--- config.mk ---
export PLATFORM = sky130hd
export DESIGN_NAME = stream_buf
export DESIGN_NICKNAME = d
export VERILOG_FILES = /design/src/rtl/stream_buf.sv
export SDC_FILE = /design/constraint.sdc
export NUM_CORES = 1
export LEC_CHECK = 0
export BUFFER_PORTS_ARGS = -buffer_cell sky130_fd_sc_hd__buf_2
export CAP_MARGIN = 15
export CORE_UTILIZATION = 51
export CTS_CLUSTER_DIAMETER = 150
export CTS_CLUSTER_SIZE = 28
export DETAILED_ROUTE_END_ITERATION = 12
export PLACE_DENSITY = 0.77
export SYNTH_ARGS = -nofsm -noshare
export SYNTH_HDL_FRONTEND = slang
export SYNTH_SLANG_ARGS = --single-unit
export TNS_END_PERCENT = 10
--- constraint.sdc ---
create_clock -name i_clk -period 1.55 [get_ports i_clk]
set_input_delay 0.31 -clock i_clk [delete_from_list [all_inputs] [get_ports i_clk]]
set_output_delay 0.31 -clock i_clk [all_outputs]
set_load 0.02 [all_outputs]
--- src/rtl/stream_buf.sv ---
// stream_buf: two-entry valid/ready skid buffer; every output is driven by a flop.
// Define STREAM_BUF_LEVEL_EN to add the registered o_level occupancy output.
module stream_buf #(
   parameter int DATA_W = 8
) (
   input  logic              i_clk,
   input  logic              i_rst_n,
   input  logic [DATA_W-1:0] i_data,
   input  logic              i_valid,
   output logic              o_ready,
   output logic [DATA_W-1:0] o_data,
   output logic              o_valid,
   input  logic              i_ready
`ifdef STREAM_BUF_LEVEL_EN
   ,
   output logic [1:0]        o_level
`endif
);
   logic [DATA_W-1:0] main_q, main_d, skid_q, skid_d;
   logic              main_v_q, main_v_d, skid_v_q, skid_v_d, rdy_q, rdy_d;
   logic              in_x, out_x;
   always_comb begin
      in_x     = i_valid && rdy_q;
      out_x    = main_v_q && i_ready;
      main_d   = main_q;
      main_v_d = main_v_q;
      skid_d   = skid_q;
      skid_v_d = skid_v_q;
      if (skid_v_q) begin
         if (out_x) begin
            main_d   = skid_q;
            skid_v_d = 1'b0;
         end
      end else if (main_v_q) begin
         if (in_x && !out_x) begin
            skid_d   = i_data;
            skid_v_d = 1'b1;
         end else if (in_x) begin
            main_d = i_data;
         end else if (out_x) begin
            main_v_d = 1'b0;
         end
      end else if (in_x) begin
         main_d   = i_data;
         main_v_d = 1'b1;
      end
      // ready is re-registered from next skid state so it never passes through logic
      rdy_d = !skid_v_d;
   end
   always_ff @(posedge i_clk) begin
      if (!i_rst_n) begin
         main_q   <= '0;
         main_v_q <= 1'b0;
         skid_q   <= '0;
         skid_v_q <= 1'b0;
         rdy_q    <= 1'b1;
      end else begin
         main_q   <= main_d;
         main_v_q <= main_v_d;
         skid_q   <= skid_d;
         skid_v_q <= skid_v_d;
         rdy_q    <= rdy_d;
      end
   end
   assign o_data  = main_q;
   assign o_valid = main_v_q;
   assign o_ready = rdy_q;
`ifdef STREAM_BUF_LEVEL_EN
   logic [1:0] level_q;
   always_ff @(posedge i_clk) begin
      if (!i_rst_n) level_q <= 2'd0;
      else          level_q <= skid_v_d ? 2'd2 : {1'b0, main_v_d};
   end
   assign o_level = level_q;
`endif
endmodule

==> results_dict.tcl, run 1 <==
set metrics [dict create \
    cts_root_buf "clkbuf_4" \
    coreArea_um2 1577 \
    cp.arrival_ps 1520 \
    fillers 137 \
    ys_types 21 \
    syn_inst 99 \
    crit_type "reg -> reg" \
    crit_end "o_ready" \
    synth_most_common_cell "dfxtp_1" \
    ir_worst_vdd_mv 0.6415 \
    synth.avg_cell_area_um2 9.188 \
    setup_violations 0 \
    synth_area_um2 909.6 \
    clkLatencyLatePin_ps 300 \
    syn-num-nets 111 \
    synth_edf_count 0 \
    timing.final.crit_period_ps 1351 \
    max_freq_ghz 0.7403 \
    critical_path.max_fanout 11 \
    cts_tree "done" \
    async_reset_ff_share_pct 0 \
    crit_required_ps 1720 \
    grt_pass1_wl_mm 3.236 \
    grt_max_degree 36 \
    cts_resized 0 \
    ys_ff_latch 19 \
    status "finished, final reports clean" \
    cts_made_buffers 3 \
    wirelength_mm 1.874 \
    drv_cap 0 \
    path_cells "and3b_1 > and2_1 > o21ai_1" \
    endpoint_kind "flop" \
    dp_hpwl_mm 1.313 \
    drtIter0Drc 12 \
    fin_setup_tns_ps 0 \
    grt_pass1_vias 714 \
    die-height_um 44.23 \
    placementRows 14 \
    hold_violations 0 \
    ff2ff_setup_slack_ps 200 \
    slew_headroom_pct 61.93 \
    cts_hold_buffers 0 \
    fin_nets 129 \
    die-area_um2 1956 \
    gp_congestion 0.8012 \
    slowest_stage "and3b_1" \
    drive_above_1_share_pct 31.03 \
    diodes 0 \
    startpoint "skid_v_q" \
    vias_per_cell 6.106 \
    yosysTopAreaCellShare_pct 41.82 \
    port-buffer-count 21 \
    grt.total_usage_pct 22.57 \
    hold_path.class "in -> reg" \
    fin_worst_skew_ps 7.367 \
    antenna_found_initial 0 \
    synth_ff_type "dfxtp_1" \
    die_x_um 44.23 \
    start_util_pct 57.70 \
    dr_total_vias 806 \
    p_per_area_nw_per_um2 920.6 \
    cts_setup_buffers 0 \
    fin_crit_sh_pct 87.15 \
    r2r-start "skid_v_q" \
    yosysTopAreaCell "dfxtp_1" \
    whs_ps 254.4 \
    r2r_cells 3 \
    num_io_pins 22 \
    drcViolationCount 0 \
    wl_per_cell_um 14.20 \
    r2r_end "o_ready" \
    seq_area_frac_synth_pct 41.82 \
    max_stage_delay_ps 420 \
    drt_pass1_iterations 4 \
    synth_area_leaders "dfxtp_1, mux2_2, o2111ai_1" \
    grt_overflow_total 0 \
    clkTransAtPathRegs_ps 110 \
    rsz0062_at_grt "false" \
    pre_cts_ws_ps 139.1 \
    layout_setup_ws_ps 199.2 \
    worst_pin_slew_ps 571.1 \
    leakage_nw 0.4262 \
    cts_htree_levels 1 \
    maxSlewViolCount 0 \
    syn2layout_area_growth_pct 12.24 \
    ant_nets 0 \
    ys_warn_count 0 \
    finalPower_mw 0.9399 \
    yosys-top-cells-count "dfxtp_1, nand2_1, o21ai_1" \
    start_kind "flop" \
    cts_sinks 19 \
    cts_max_path_buffers 2 \
]
## critical path, delay by kind of cell (launching register included)
family          cells  cell delay (ps)
simple gates        2              800
flops               1              320
compound gates      1              110
## worst min path at each step
stage	from	endpoint	slack, ps	depth (start not counted)
finish	i_data[7]	skid_q[7]	250	3
global route	i_data[4]	skid_q[4]	250	3
CTS	i_data[1]	skid_q[1]	260	3
detailed placement	skid_q[7]	skid_q[7]	440	2
global placement	skid_q[0]	skid_q[0]	430	2
floorplan	skid_q[0]	skid_q[0]	420	2
## metal layers
metal	vias to the layer above	share of wire (%)	track usage, %
met2	23	43	31.18
met5	-	0	0
met4	0	1.8	10.91
li1	409	-	-
met3	5	4.5	3.673
met1	369	51	33.93
## where the power goes
part	total [mW]	internal (mW)	switching, mW	leakage [nW]
Combinational	0.165	0.0639	0.101	0.256
Sequential	0.525	0.514	0.0113	0.155
Clock	0.250	0.100	0.149	0.0150
## flip-flops by register name, summed over array words and instances (netlist names)
| signal | cells |
|---|---|
| o_data | 8 |
| skid_q | 8 |
| o_ready | 1 |
| o_valid | 1 |
| skid_v_q | 1 |
## logic make-up (layout without fill, tap and decap cells)
| kind of cell | after synthesis | after routing | share of synthesized area [%] |
|---|---|---|---|
| AO/OA/AOI/OAI | 29 | 29 | 23.11 |
| buffers and inverters | 11 | 28 | 6.878 |
| flip-flops | 19 | 19 | 41.82 |
| multiplexers | 8 | 8 | 9.904 |
| AND/OR/NAND/NOR | 32 | 32 | 18.30 |
## placed cells by master, fill, tap and decap left out, drive strengths merged, types with 2 or more instances in the layout
cell type / instances
nand2: 16
buf: 24
dfxtp: 19
and2: 2
o21ai: 9
nand2b: 2
a21oi: 2
nand4: 8
mux2: 8
o2111ai: 8
clkbuf: 4
nor2b: 2
o311ai: 8
## through the flow
stage / cell area (um2) / utilization, % / instances
2_1_floorplan: 909.6 / - / 99
3_3_place_gp: 994.7 / 63.10 / 128
6_report: 1021 / 64.76 / 132
5_1_grt: 1021 / 64.76 / 132
4_1_cts: 1021 / 64.76 / 132
3_5_place_dp: 994.7 / 63.10 / 128
## cell type report
type | count | area [um2] | share of cell area, %
clock buffers | 4 | 26.28 | 2.574
multi-input cells | 69 | 466.7 | 45.71
flip-flops and latches | 19 | 380.4 | 37.25
well taps | 16 | 20.02 | 1.961
repair buffers | 24 | 127.6 | 12.50
(Power assumes the default switching activity.)
==> run 2, diff against run 1 <==
Settings changed: REMOVE_ABC_BUFFERS from default to 1.
==> results_dict.tcl, run 2 (same netlist as run 1, synthesis figures left out) <==
set metrics [dict create \
    clkTransAtPathRegs_ps 100 \
    fin_area_um2 1025 \
    power_frac_seq_pct 55.9 \
    cts_max_path_buffers 2 \
    cts_root_buf "clkbuf_4" \
    drt_pass1_iterations 6 \
    final_cell_mix "buf_2, dfxtp_1, nand2_1, o21ai_1" \
    gp_congestion 0.8096 \
    cts_tree "done" \
    syn2layout_area_growth_pct 12.65 \
    leakage_nw 0.4267 \
    cts_setup_buffers 0 \
    fin_crit_sh_pct 87.74 \
    multiInputGateArea_um2 470.5 \
    finalPower_mw 0.9447 \
    grt.total_usage_pct 22.22 \
    fin_nets 129 \
    grt_pass1_vias 678 \
    r2r_cells 3 \
    pre_cts_ws_ps 107.7 \
    grt_pass1_wl_mm 3.160 \
    cp.arrival_ps 1530 \
    clkLatencyLatePin_ps 290 \
    drv_cap 0 \
    port-buffer-count 21 \
    num_io_pins 22 \
    cts_sinks 19 \
    diodes 0 \
    wirelength_mm 1.973 \
    grt_max_degree 36 \
    whs_path_depth 3 \
    status "finished, final reports clean" \
    cts_made_buffers 3 \
    maxSlewViolCount 0 \
    endpoint_kind "flop" \
    drive_above_1_share_pct 32.76 \
    coreArea_um2 1577 \
    placementRows 14 \
    switching_power_mw 0.2663 \
    critical_path.max_fanout 11 \
    dr_total_vias 812 \
    die-height_um 44.23 \
    die-area_um2 1956 \
    crit_required_ps 1720 \
    seqCellArea_um2 380.4 \
    fin_setup_tns_ps 0 \
    placedInstanceArea_um2 994.7 \
    hold_violations 0 \
    fillers 135 \
    cts_hold_buffers 0 \
    crit_type "reg -> reg" \
    ir_worst_vdd_mv 0.6311 \
    p_clk_share_pct 26.6 \
    drtIter0Drc 18 \
    max_freq_ghz 0.7353 \
    p_int_mw 0.6784 \
    layout_setup_ws_ps 190.1 \
    setup_violations 0 \
    ant_nets 0 \
    fin_worst_skew_ps 4.196 \
    cts_htree_levels 1 \
    worst_pin_slew_ps 537.8 \
    p_per_area_nw_per_um2 921.9 \
    whs_ps 263.1 \
    cts_resized 0 \
    mostFrequentLayoutCell "buf_2" \
    wl_per_cell_um 14.95 \
    hold_path.class "in -> reg" \
    combPwrFrac_pct 17.5 \
    ff2ff_setup_slack_ps 190 \
    sw_frac_of_total_pct 28.19 \
    rsz0062_at_grt "false" \
    drcViolationCount 0 \
    timing.final.crit_period_ps 1360 \
    antenna_found_initial 0 \
    start_util_pct 57.70 \
    start_kind "flop" \
    grt_overflow_total 0 \
    slew_headroom_pct 64.15 \
    dp_hpwl_mm 1.324 \
    die_x_um 44.23 \
    vias_per_cell 6.152 \
]
-- run 2: cell type report --
type,instances,share of cell area (%)
clock buffers,4,2.564
flip-flops and latches,19,37.12
multi-input cells,69,45.91
well taps,16,1.954
repair buffers,24,12.45
-- run 2: path summary, 6_finish.rpt --
check / startpoint / end
max: skid_v_q / o_ready
min: i_data[7] / skid_q[7]
max reg2reg: skid_v_q / o_ready
min reg2reg: skid_q[6] / skid_q[6]
-- run 2: per-stage QoR --
step           util (%)  std cells
5_1_grt           65.00        132
3_5_place_dp      63.10        128
3_3_place_gp      63.10        128
2_1_floorplan         -         88
4_1_cts           64.76        132
6_report          65.00        132
-- run 2: worst max-delay path, stage by stage, from the launching register on --
cell and delay (ps):
dfxtp_1 360, and3b_1 440, and2_2 340, o21ai_1 90
-- run 2: power groups by stage --
| stage | clock [mW] | combinational [mW] | sequential, mW |
|---|---|---|---|
| 6_report | 0.252 | 0.165 | 0.528 |
| 5_1_grt | 0.281 | 0.180 | 0.532 |
| 4_1_cts | 0.260 | 0.164 | 0.528 |
| 3_5_place_dp | 0 | 0.163 | 0.539 |
| 3_3_place_gp | 0 | 0.162 | 0.538 |
| 2_1_floorplan | 0 | 0.0656 | 0.563 |
-- run 2: per-layer routing --
| metal | track usage (%) | part of all wire, % |
|---|---|---|
| met4 | 10.91 | 2.4 |
| met1 | 31.98 | 51 |
| met2 | 32.06 | 44 |
| met3 | 3.673 | 2.7 |
| met5 | 0 | 0 |
==> run 3, diff against run 2 <==
Clock period 1.55 ns to 1.31 ns, I/O delays scaled along.
==> results_dict.tcl, run 3 (same netlist as run 1, synthesis figures left out) <==
set metrics [dict create \
    dr_total_vias 841 \
    placementRows 14 \
    endpoint_kind "output pin" \
    status "finished, final reports clean" \
    sw_frac_of_total_pct 27.77 \
    antenna_found_initial 0 \
    p_per_area_nw_per_um2 1058 \
    ant_nets 0 \
    worst_pin_slew_ps 478.3 \
    max_freq_ghz 0.8236 \
    start_kind "flop" \
    fin_worst_skew_ps 5.456 \
    cts_setup_buffers 0 \
    start_util_pct 57.70 \
    grt_pass1_wl_mm 3.139 \
    r2r_end "o_data[2]" \
    grt_overflow_total 0 \
    final_cell_mix "buf_2, dfxtp_1, nand2_1, o21ai_1, buf_4" \
    hold_violations 0 \
    timing.final.crit_period_ps 1214 \
    p_int_mw 0.8153 \
    crit_type "reg -> out" \
    grt_max_degree 24 \
    num_io_pins 22 \
    drcViolationCount 0 \
    whs_ps 205.5 \
    r2r_cells 4 \
    cts_tree "done" \
    grt_pass1_vias 729 \
    crit_required_ps 1050 \
    vias_per_cell 6.094 \
    cts_made_buffers 3 \
    fin_nets 135 \
    cts_hold_buffers 0 \
    diodes 0 \
    cts_max_path_buffers 2 \
    port-buffer-count 21 \
    setup_violations 0 \
    slew_headroom_pct 68.05 \
    ir_worst_vdd_mv 0.6221 \
    p_clk_share_pct 26.2 \
    critical_path.max_fanout 5 \
    grt.total_usage_pct 21.54 \
    wirelength_mm 1.913 \
    maxSlewViolCount 0 \
    combPwrFrac_pct 18.5 \
    clkTransAtPathRegs_ps 110 \
    min_to "skid_q[2]" \
    rsz0062_at_grt "false" \
    cts_htree_levels 1 \
    cp.arrival_ps 950 \
    switching_power_mw 0.3135 \
    die-area_um2 1956 \
    clkLatencyLatePin_ps 300 \
    cts_sinks 19 \
    ff2ff_setup_slack_ps 110 \
    drv_cap 0 \
    r2r-start "o_valid" \
    drive_above_1_share_pct 35.25 \
    syn2layout_area_growth_pct 17.33 \
    final_util_pct 67.70 \
    power_frac_seq_pct 55.3 \
    cts_resized 0 \
    cts_root_buf "clkbuf_4" \
    coreArea_um2 1577 \
    drtIter0Drc 15 \
    fin_crit_sh_pct 92.68 \
    gp_congestion 0.8071 \
    wl_per_cell_um 13.86 \
    whs_path_depth 3 \
    die-height_um 44.23 \
    fillers 141 \
    die_x_um 44.23 \
    leakage_nw 0.4579 \
    mostFrequentLayoutCell "buf_2" \
    hold_path.class "in -> reg" \
    hp-start "i_data[2]" \
    drt_pass1_iterations 6 \
]
==> run 3: power by group through the flow <==
stage	combinational (mW)	sequential [mW]	clock, mW
after CTS	0.209	0.624	0.301
after detailed placement	0.208	0.637	0
after global placement	0.207	0.636	0
after floorplan	0.0776	0.667	0
final	0.209	0.624	0.296
after global routing	0.227	0.629	0.333
==> run 3: cell type report <==
cell class | count | area (um2) | share of cell area (%)
multi-input cells | 69 | 466.7 | 43.73
flip-flops and latches | 19 | 381.6 | 35.76
repair buffers | 30 | 172.7 | 16.18
clock buffers | 4 | 26.28 | 2.462
well taps | 16 | 20.02 | 1.876
==> run 3: per-layer routing <==
| layer | track usage, % | routed length [um] | vias to the layer above |
|---|---|---|---|
| met5 | 0 | 0 | - |
| met4 | 9.091 | 35 | 0 |
| met3 | 3.673 | 70 | 5 |
| met2 | 37.65 | 978 | 19 |
| met1 | 25.81 | 828 | 395 |
| li1 | - | - | 422 |
==> run 3: worst max-delay path by stage <==
stage | cells past startpoint | slack, ps | end | startpoint
detailed placement | 4 | 60 | o_data[1] | skid_v_q
CTS | 4 | 50 | o_data[1] | skid_v_q
finish | 2 | 100 | o_valid | o_valid
global placement | 5 | 70 | skid_q[1] | i_ready
floorplan | 3 | -150 | o_ready | skid_v_q
global route | 4 | 20 | o_data[5] | o_valid
==> run 3: worst max-delay path, cell delays in order (launching register included) <==
cell,delay (ps)
dfxtp_1,360
buf_4,130
buf_2,150
==> run 3: per-stage QoR <==
step	setup TNS, ps	std cells	power (mW)	instance area [um2]	setup WS, ps
after floorplan	-1532	88	0.7442	847.1	-154.1
after global placement	0	134	0.8437	1040	67.79
after detailed placement	0	134	0.8454	1040	57.04
after CTS	0	138	1.134	1066	45.73
after global routing	0	138	1.189	1067	16.92
final	0	138	1.129	1067	95.87
